$ cat src/rtl/cpu_pkg.sv
// Shared types and constants for the MIPS core front end: fetch FSM states,
// the IF/ID payload and the reset defaults used by the fetch stage.
package cpu_pkg;

   localparam logic [31:0] RESET_PC_DEFAULT = 32'h0000_0000;
   localparam logic [31:0] NOP              = 32'h0000_0000;

   // Explicit encodings keep the state values stable for older tooling
   typedef enum logic [1:0] {
      BOOT = 2'd0,
      RUN  = 2'd1,
      PEND = 2'd2
   } fetch_state_t;

   typedef struct packed {
      logic [31:0] instr;
      logic [31:0] pc_plus4;
      logic        valid;
   } if_id_t;

   localparam if_id_t IF_ID_RESET = '{instr: NOP, pc_plus4: 32'h0000_0000, valid: 1'b0};

   // Jump targets are forced onto a word boundary before they reach the PC
   function automatic logic [31:0] align_word(input logic [31:0] addr);
      return {addr[31:2], 2'b00};
   endfunction

endpackage

$ cat src/rtl/if_id_reg.sv
// IF/ID pipeline register. Load captures a fetched word, flush turns the
// register into a bubble while keeping the old payload, otherwise it holds.
module if_id_reg
   import cpu_pkg::*;
(
   input  logic   clk,
   input  logic   rst_n,
   input  logic   load,
   input  logic   flush,
   input  if_id_t load_data,
   output if_id_t q
);

   // Flush wins over load so a redirect can never let a stale word through
   always_ff @(posedge clk or negedge rst_n) begin
      if (!rst_n) begin
         q <= IF_ID_RESET;
      end else if (flush) begin
         q.valid <= 1'b0;
      end else if (load) begin
         q <= load_data;
      end
   end

endmodule

$ cat src/rtl/pc_fetch_unit.sv
// Instruction-fetch stage: owns the PC, issues instruction-memory requests,
// fills the IF/ID register and applies (or buffers, when stalled) redirects
// coming back from the ID stage.
module pc_fetch_unit
   import cpu_pkg::*;
#(
   parameter logic [31:0] RESET_PC = RESET_PC_DEFAULT
) (
   input  logic        clk,
   input  logic        rst_n,
   input  logic        stall_f,
   input  logic        redirect_valid,
   input  logic [31:0] redirect_addr,
   output logic        imem_req,
   output logic [31:0] imem_addr,
   input  logic        imem_ready,
   input  logic [31:0] imem_rdata,
   output logic [31:0] pc_f,
   output logic [31:0] instr_d,
   output logic [31:0] pc_plus4_d,
   output logic        valid_d,
   output logic        misalign_err
);

   fetch_state_t state;
   logic [31:0]  pc;
   logic [31:0]  pend_addr;
   logic         misalign_q;

   logic         transfer;
   logic         apply_run;
   logic         apply_pend;
   logic         apply_redirect;
   logic         capture_pend;
   logic [31:0]  target;
   logic [31:0]  pc_next_seq;
   logic         if_id_load;
   logic         if_id_flush;
   if_id_t       if_id_in;
   if_id_t       if_id_q;

   // Decode the current cycle: request, completed transfer, and whether a
   // redirect target gets applied now or must be parked until the stall ends
   always_comb begin
      imem_req       = (state == RUN) && !stall_f;
      transfer       = imem_req && imem_ready;
      apply_run      = (state == RUN) && redirect_valid && !stall_f;
      apply_pend     = (state == PEND) && !stall_f;
      apply_redirect = apply_run || apply_pend;
      capture_pend   = redirect_valid && stall_f && (state != BOOT);
      target         = ((state == PEND) && !redirect_valid) ? pend_addr : redirect_addr;
      pc_next_seq    = pc + 32'd4;
      if_id_load     = transfer && !redirect_valid;
      if_id_flush    = ((state == RUN) && !stall_f && !if_id_load) || apply_pend;
      if_id_in       = '{instr: imem_rdata, pc_plus4: pc_next_seq, valid: 1'b1};
   end

   // Fetch FSM: one boot cycle, then run, detouring through PEND while a
   // redirect is waiting for the stall to release
   always_ff @(posedge clk or negedge rst_n) begin
      if (!rst_n) begin
         state <= BOOT;
      end else begin
         case (state)
            BOOT: state <= RUN;
            RUN:  if (redirect_valid && stall_f) state <= PEND;
            PEND: if (!stall_f) state <= RUN;
            default: state <= BOOT;
         endcase
      end
   end

   // Parked redirect target; a newer redirect during the stall replaces it
   always_ff @(posedge clk or negedge rst_n) begin
      if (!rst_n) begin
         pend_addr <= 32'h0000_0000;
      end else if (capture_pend) begin
         pend_addr <= redirect_addr;
      end
   end

   // Program counter: redirect beats sequential advance, which needs a transfer
   always_ff @(posedge clk or negedge rst_n) begin
      if (!rst_n) begin
         pc <= RESET_PC;
      end else if (apply_redirect) begin
         pc <= align_word(target);
      end else if (if_id_load) begin
         pc <= pc_next_seq;
      end
   end

   // Flag a misaligned target in the same cycle the aligned PC shows up
   always_ff @(posedge clk or negedge rst_n) begin
      if (!rst_n) begin
         misalign_q <= 1'b0;
      end else begin
         misalign_q <= apply_redirect && (target[1:0] != 2'b00);
      end
   end

   if_id_reg u_if_id_reg (
      .clk       (clk),
      .rst_n     (rst_n),
      .load      (if_id_load),
      .flush     (if_id_flush),
      .load_data (if_id_in),
      .q         (if_id_q)
   );

   assign imem_addr    = pc;
   assign pc_f         = pc;
   assign instr_d      = if_id_q.instr;
   assign pc_plus4_d   = if_id_q.pc_plus4;
   assign valid_d      = if_id_q.valid;
   assign misalign_err = misalign_q;

endmodule
$ cat config.mk
export PLATFORM = sky130hd
export DESIGN_NAME = pc_fetch_unit
export DESIGN_NICKNAME = d
export VERILOG_FILES = /design/src/rtl/cpu_pkg.sv /design/src/rtl/if_id_reg.sv /design/src/rtl/pc_fetch_unit.sv
export SDC_FILE = /design/constraint.sdc
export NUM_CORES = 1
export LEC_CHECK = 0
export BUFFER_PORTS_ARGS = -buffer_cell sky130_fd_sc_hd__buf_2
export CAP_MARGIN = 0
export CORE_UTILIZATION = 47
export CTS_CLUSTER_DIAMETER = 50
export CTS_CLUSTER_SIZE = 28
export DETAILED_ROUTE_END_ITERATION = 8
export PLACE_DENSITY_LB_ADDON = 0.08
export RECOVER_POWER = 100
export SLEW_MARGIN = 0
export SYNTH_ARGS = -nofsm -noshare
export SYNTH_HDL_FRONTEND = slang
export SYNTH_SLANG_ARGS = --single-unit
$ cat constraint.sdc
create_clock -name clk -period 3.4 [get_ports clk]
set_input_delay 0.34 -clock clk [delete_from_list [all_inputs] [get_ports clk]]
set_output_delay 0.34 -clock clk [all_outputs]
set_load 0.05 [all_outputs]
==> out/metrics.yaml, run 1 <==
outcome:
  status: "complete, but fails checks"
  violations: "max-capacitance violations, max-slew violations"
die:
  die_x_um: 117
  die_area_um2: 13700
  start_util: 0.488
  fp-row-count: 41
  io_pins: 200
  die_h_um: 117
  core_um2: 12700
detailed_routing:
  wire_per_inst_um: 15.9
  drc: 0
  drt_iter0_drc: 318
  vias_per_cell: 5.16
  vias: 4951
  drt.antenna.violating_nets: 0
  routed_wl_um: 15200
  first_pass_iters: 5
clock_tree:
  cts_setup_buffers: 0
  cts_hold_buf: 0
  cts_resized: 0
  cts_tree: "done"
  clk_latency_ns: 0.41
  numCtsBuffers: 17
  clockRootBuffer: "clkbuf_16"
  clkSlewWorstSetupHoldPaths_ns: 0.05
  cts.sinks: 128
  htreeDepth: 4
  cts.path.max_buffers: 2
hold_path:
  hold_path_class: "in2async"
worst_setup_path:
  crit_path_max_fanout: 10
  r2r_start: "imem_addr[9]$_DFFE_PN0P_"
  cp-start-kind: "flop"
  end_kind: "flop"
  timing.critical_path.buf_inv: 1
  worstReg2RegEnd: "imem_addr[15]$_DFFE_PN0P_"
  cp_top_family: "simple AND/OR/NAND/NOR gates"
  required_ns: 3.69
  worstSetupPathType: "reg2reg"
  critPathArrivalTime_ns: 3.07
  critical_path.max_stage_delay_ns: 0.97
  ff2ff_setup_slack_ns: 0.62
  path_cells: "nand3_1 > nor4_1 > clkbuf_1 > o21ai_0 > a221o_1"
  r2r_cells: 5
  slowest_stage: "nor4_1"
place:
  place_hpwl_um: 10500
  io_buffer_count: 193
  routabilityCongestion: 0.790
  post_dp_cell_area_um2: 7050
power_and_ir_drop:
  p_switching_mw: 3.80
  internal-power_mw: 3.72
  ir_drop_v: 0.000474
  clkPwrFrac: 0.215
  p_per_area_nw_per_um2: 1020
  power_frac_seq: 0.336
  pwr-share-comb: 0.449
  leakage_nw: 3.48
  swShare: 0.505
layout:
  synthToLayoutAreaGrowth_pct: 19.0
  n_antenna_cell: 0
  final_util: 0.580
  fin_area_um2: 7380
  fillers: 1260
  drive_above_1_share: 0.191
  layout.nets: 846
sta:
  max_slew_margin: -0.286
  hold_viol: 0
  finalSetupViolCount: 0
  period_needed_ns: 2.78
  hold-worst-slack_ns: 0.0760
  post-route-period-util: 0.818
  rsz0062_at_grt: "false"
  fmax_ghz: 0.360
  clock_skew_ns: 0.00744
  drv_slew: 32
  worstMarginPinSlew_ns: 1.93
  tns_ns: 0
logic_synthesis:
  synth_area_um2: 6200
  async_flop_share: 1.00
  synth_ff_type: "dfrtp_1"
  ys_seq_elements: 128
  synthDistinctLibCells: 53
  synth_warnings: 0
  synth-edff-count: 0
  synth_top_cell_by_area: "dfrtp_1"
  yosysSeqAreaShare: 0.516
  syn-instance-count: 619
  synth_area_leaders: "dfrtp_1 52%, nand2_1 10%, mux2_2 6.9%, buf_4 4.4%, xor2_1 2.1%"
  syn_avg_cell_area_um2: 10.0
  yosys.area.top_type_share: 0.516
grt:
  grt_pass1_vias: 4410
  grt_max_degree: 119
  grt_first_pass_wirelength_um: 23100
  antenna_found_initial: 0
  overflow: 0
  grtUsageTotal: 0.227
run:
  cap_violations: 1
Yosys cell counts, types with 4 or more instances:
cell type,n
o21ai_0,19
a221o_1,5
o211ai_1,4
mux2_2,38
buf_2,12
a21o_1,5
a22oi_1,6
mux2i_1,12
o21ai_1,17
clkbuf_1,13
a21oi_1,20
buf_4,36
xor2_1,15
and3_1,4
nand4_1,9
nor3_1,4
dfrtp_1,128
o32a_1,7
nand3_1,15
nor2_1,16
nand2_1,167
buf_1,5
inv_1,5
xnor2_1,14
mux2_1,5
state kept, by name (all words and copies together) (netlist names):
register / count
u_if_id_reg.q: 63
state: 2
pend_addr: 32
imem_addr: 30
misalign_err: 1
worst reg2reg max path, delay by kind of cell, from the launching register on:
| family | cells | cell delay, ns |
|---|---|---|
| DFF | 1 | 0.50 |
| buffers and inverters | 1 | 0.39 |
| AOI/OAI and AO/OA | 2 | 0.52 |
| and+or+nand+nor | 2 | 1.25 |
cells in the final DEF (no fill, tap or decap), types with 5 or more instances in the layout:
cell type / count
mux2i_1: 12
nor2_1: 16
mux2_2: 38
o32a_1: 7
clkbuf_1: 130
inv_1: 5
clkbuf_16: 17
clkbuf_8: 5
a21oi_1: 20
o21ai_0: 35
buf_4: 5
a21o_1: 5
mux2_1: 5
dfrtp_1: 128
a22oi_1: 6
nand4_1: 9
xnor2_1: 14
nand3_1: 16
conb_1: 6
a221o_1: 5
xor2_1: 15
buf_2: 67
nand2_1: 167
nor3_1: 5
clkinv_2: 5
worst max-delay path by stage:
stage                                         from                        end  slack (ns)  cells past startpoint
final                     imem_addr[9]$_DFFE_PN0P_  imem_addr[15]$_DFFE_PN0P_        0.62                      5
after global routing      imem_addr[9]$_DFFE_PN0P_  imem_addr[15]$_DFFE_PN0P_        0.44                      5
after CTS                 imem_addr[2]$_DFFE_PN0P_  imem_addr[26]$_DFFE_PN0P_        1.02                      6
after detailed placement  imem_addr[2]$_DFFE_PN0P_  imem_addr[26]$_DFFE_PN0P_        1.04                      6
after global placement              redirect_valid   imem_addr[2]$_DFFE_PN0P_        1.14                      7
after floorplan           imem_addr[2]$_DFFE_PN0P_  imem_addr[26]$_DFFE_PN0P_        0.99                      6
cells by family (layout without fill, tap and decap cells):
family	count (synthesis)	count (layout)	share of synthesized area
AO/OA/AOI/OAI	96	96	0.101
adder cells (fa/ha/maj)	1	1	0.00202
other	1	6	0.000605
flip-flops	128	128	0.516
multiplexers	55	55	0.0974
XOR/XNOR	29	29	0.0409
buffers and inverters	74	237	0.0726
AND/OR/NAND/NOR	235	235	0.169
metal layers:
| layer | routed length, um | part of all wire | GRT usage |
|---|---|---|---|
| met2 | 7110 | 0.47 | 0.335 |
| met3 | 950 | 0.062 | 0.0510 |
| met1 | 6960 | 0.46 | 0.324 |
| met5 | 0 | 0 | 0 |
| met4 | 207 | 0.014 | 0.0937 |
final cells by class:
class / instances / area (um2) / share of cell area
Clock inverter: 6 / 32.5 / 0.00441
Clock buffer: 24 / 502 / 0.0680
Inverter: 5 / 18.8 / 0.00254
Sequential cell: 128 / 3200 / 0.434
Timing Repair Buffer: 202 / 870 / 0.118
Tap cell: 172 / 215 / 0.0292
Multi-Input combinational cell: 422 / 2540 / 0.344
power groups by stage:
stage	logic [mW]	clock network, mW	registers [mW]
after detailed placement	3.57	0	2.54
after global routing	3.57	1.73	2.60
final	3.37	1.62	2.52
after floorplan	1.47	0	3.90
after CTS	3.57	1.65	2.51
after global placement	3.55	0	2.50
metrics by stage:
| step | worst slack (ns) | total power [mW] | std cells |
|---|---|---|---|
| final | 0.619 | 7.51 | 959 |
| after global routing | 0.436 | 7.90 | 959 |
| after CTS | 1.02 | 7.74 | 959 |
| after detailed placement | 1.04 | 6.10 | 929 |
| after global placement | 1.14 | 6.05 | 929 |
| after floorplan | 0.987 | 5.37 | 624 |
Power figures use the tool's default switching activity.
==> inputs of run 2 (changes only) <==
Settings changed: ABC_AREA set to 1.
Clock period 3.4 ns to 2.5 ns, I/O delays scaled along.
==> out/metrics.yaml, run 2 <==
layout:
  fin_area_um2: 7560
  largest_reg_flops: 63
  final_cell_mix: "348 x nand2_1, 132 x clkbuf_1, 128 x dfrtp_1"
  top_register: "u_if_id_reg.q"
  synthToLayoutAreaGrowth_pct: 18.7
  drive_above_1_share: 0.109
  layout.nets: 1062
  layout.cells.most_common: "nand2_1"
place:
  routabilityCongestion: 0.882
  place_hpwl_um: 11200
  post_dp_cell_area_um2: 7240
  io_buffer_count: 193
  place_ws_ns: 0.761
logic_synthesis:
  synth_ff_type: "dfrtp_1"
  yosys-top-cells-count: "346 x nand2_1, 128 x dfrtp_1, 74 x nor2_1"
  yosysSeqAreaShare: 0.503
  yosysMostFrequentCell: "nand2_1"
  ys_seq_elements: 128
  synth-edff-count: 0
  synth_top_cell_by_area: "dfrtp_1"
  synth_area_leaders: "dfrtp_1 50%, nand2_1 20%, buf_4 5.1%, nor2_1 4.4%, o21ai_0 3.9%"
  synth_area_um2: 6370
  synthDistinctLibCells: 29
  yosys.area.top_type_share: 0.503
  synth_warnings: 0
  async_flop_share: 1.00
  syn-instance-count: 829
  syn_avg_cell_area_um2: 7.68
worst_setup_path:
  path_cells: "ha_1 > nand2_1 > nor2_1 > nand2_1 > nor2_1 > nand2_1 > nand2_1 > nand2_1 > nand2_1 > nand2_1"
  cpMostUsedCell: "nand2_1"
  critPathArrivalTime_ns: 2.26
  critical_path.max_stage_delay_ns: 0.44
  required_ns: 2.80
  end_kind: "flop"
  cp-start-kind: "flop"
  ff2ff_setup_slack_ns: 0.54
  worstSetupPathType: "reg2reg"
  timing.critical_path.buf_inv: 0
  r2r_cells: 10
  slowest_stage: "dfrtp_1"
  cp_top_family: "simple AND/OR/NAND/NOR gates"
  crit_path_max_fanout: 6
  worstReg2RegEnd: "imem_addr[26]$_DFFE_PN0P_"
  r2r_start: "imem_addr[2]$_DFFE_PN0P_"
clock_tree:
  numCtsBuffers: 17
  clockRootBuffer: "clkbuf_16"
  cts.sinks: 128
  htreeDepth: 4
  cts.path.max_buffers: 2
  cts_tree: "done"
  cts_setup_buffers: 0
  clk_latency_ns: 0.42
  clkSlewWorstSetupHoldPaths_ns: 0.05
  cts_resized: 0
grt:
  grt_max_degree: 65
  grtUsageTotal: 0.238
  antenna_found_initial: 4
  grt_first_pass_wirelength_um: 26000
  grt_pass1_vias: 5184
  overflow: 0
detailed_routing:
  drc: 0
  first_pass_iters: 5
  routed_wl_um: 15600
  drt_iter0_drc: 326
  drt.antenna.violating_nets: 0
  vias: 5566
  wire_per_inst_um: 13.3
  vias_per_cell: 4.72
sta:
  hold_viol: 0
  rsz0062_at_grt: "false"
  tns_ns: 0
  period_needed_ns: 1.96
  fmax_ghz: 0.509
  clock_skew_ns: 0.0134
  fin_ws_ns: 0.535
  finalSetupViolCount: 0
  post-route-period-util: 0.786
  drv_slew: 0
  max_slew_margin: 0.256
  worstMarginPinSlew_ns: 1.12
power_and_ir_drop:
  p_switching_mw: 6.42
  power_frac_seq: 0.324
  swShare: 0.538
  pwr-share-comb: 0.497
  power_mw: 11.9
  internal-power_mw: 5.52
  clkPwrFrac: 0.179
  leakage_nw: 3.98
  p_per_area_nw_per_um2: 1580
  ir_drop_v: 0.000830
hold_path:
  hold_path_class: "in2reg"
  whs_path_depth: 3
  worstHoldStart: "imem_rdata[14]"
  min_to: "u_if_id_reg.q[47]$_DFFE_PN0P_"
die:
  die_area_um2: 14000
  die_x_um: 118
  fp-row-count: 42
  die_h_um: 118
  core_um2: 13200
  start_util: 0.481
  io_pins: 200
run:
  cap_violations: 0
outcome:
  status: "finished, final reports clean"
-- run 2: layout make-up --
| cell class | instances | area (um2) |
|---|---|---|
| repair buffers | 206 | 927 |
| inverters | 58 | 218 |
| multi-input cells | 581 | 2480 |
| fillers | 1387 | 5680 |
| flip-flops and latches | 128 | 3200 |
| clock inverters | 1 | 5.00 |
| well taps | 176 | 220 |
| clock buffers | 26 | 499 |
| diodes | 3 | 7.51 |
-- run 2: worst register-to-register path, delay by kind of cell (launching register included) --
| family | cells | cell delay, ns |
|---|---|---|
| adders and majority gates | 1 | 0.20 |
| DFF | 1 | 0.44 |
| and+or+nand+nor | 9 | 1.20 |
-- run 2: routing by layer --
metal	wire length [um]	global-route usage	up-vias
met5	11	0	-
met3	969	0.0627	23
met1	7610	0.340	2518
met4	246	0.0807	2
li1	-	-	2843
met2	6800	0.350	180
-- run 2: metrics by stage --
step	hold WS, ns	std cells	util
floorplan	-0.0456	834	-
global placement	0.224	1148	0.547
detailed placement	0.220	1148	0.547
CTS	0.00930	1176	0.585
global route	0.0241	1178	0.571
finish	0.0218	1179	0.571
-- run 2: power groups by stage --
stage | logic [mW] | registers, mW | clock network (mW)
global placement | 6.19 | 3.86 | 0
floorplan | 2.66 | 6.24 | 0
finish | 5.93 | 3.87 | 2.14
CTS | 6.26 | 3.85 | 2.19
detailed placement | 6.25 | 3.86 | 0
global route | 6.36 | 4.02 | 2.27
-- run 2: cells by family (layout without fill, tap and decap cells) --
family | after synthesis | after routing | share of synthesized area
xor+xnor | 12 | 12 | 0.0165
other cells | 1 | 9 | 0.000589
fa+ha+maj | 1 | 1 | 0.00196
mux | 3 | 3 | 0.00530
flops | 128 | 128 | 0.503
buf+inv | 125 | 291 | 0.106
simple gates | 472 | 472 | 0.295
compound gates | 87 | 87 | 0.0707
-- run 2: repair_timing --
action	in CTS	in global routing
hold buffers	1	0
endpoints found under the setup margin	0	0
hold endpoints to repair	29	0
-- run 2: worst max path at each step --
| stage | to | depth (start not counted) | startpoint | slack, ns |
|---|---|---|---|---|
| floorplan | imem_addr[26]$_DFFE_PN0P_ | 10 | imem_addr[2]$_DFFE_PN0P_ | 0.66 |
| CTS | imem_addr[26]$_DFFE_PN0P_ | 10 | imem_addr[2]$_DFFE_PN0P_ | 0.75 |
| global placement | u_if_id_reg.q[27]$_DFFE_PN0P_ | 10 | imem_addr[2]$_DFFE_PN0P_ | 0.78 |
| detailed placement | imem_addr[14]$_DFFE_PN0P_ | 8 | state[1]$_DFFE_PN0P_ | 0.76 |
| finish | imem_addr[26]$_DFFE_PN0P_ | 10 | imem_addr[2]$_DFFE_PN0P_ | 0.54 |
| global route | imem_addr[26]$_DFFE_PN0P_ | 10 | imem_addr[2]$_DFFE_PN0P_ | 0.34 |
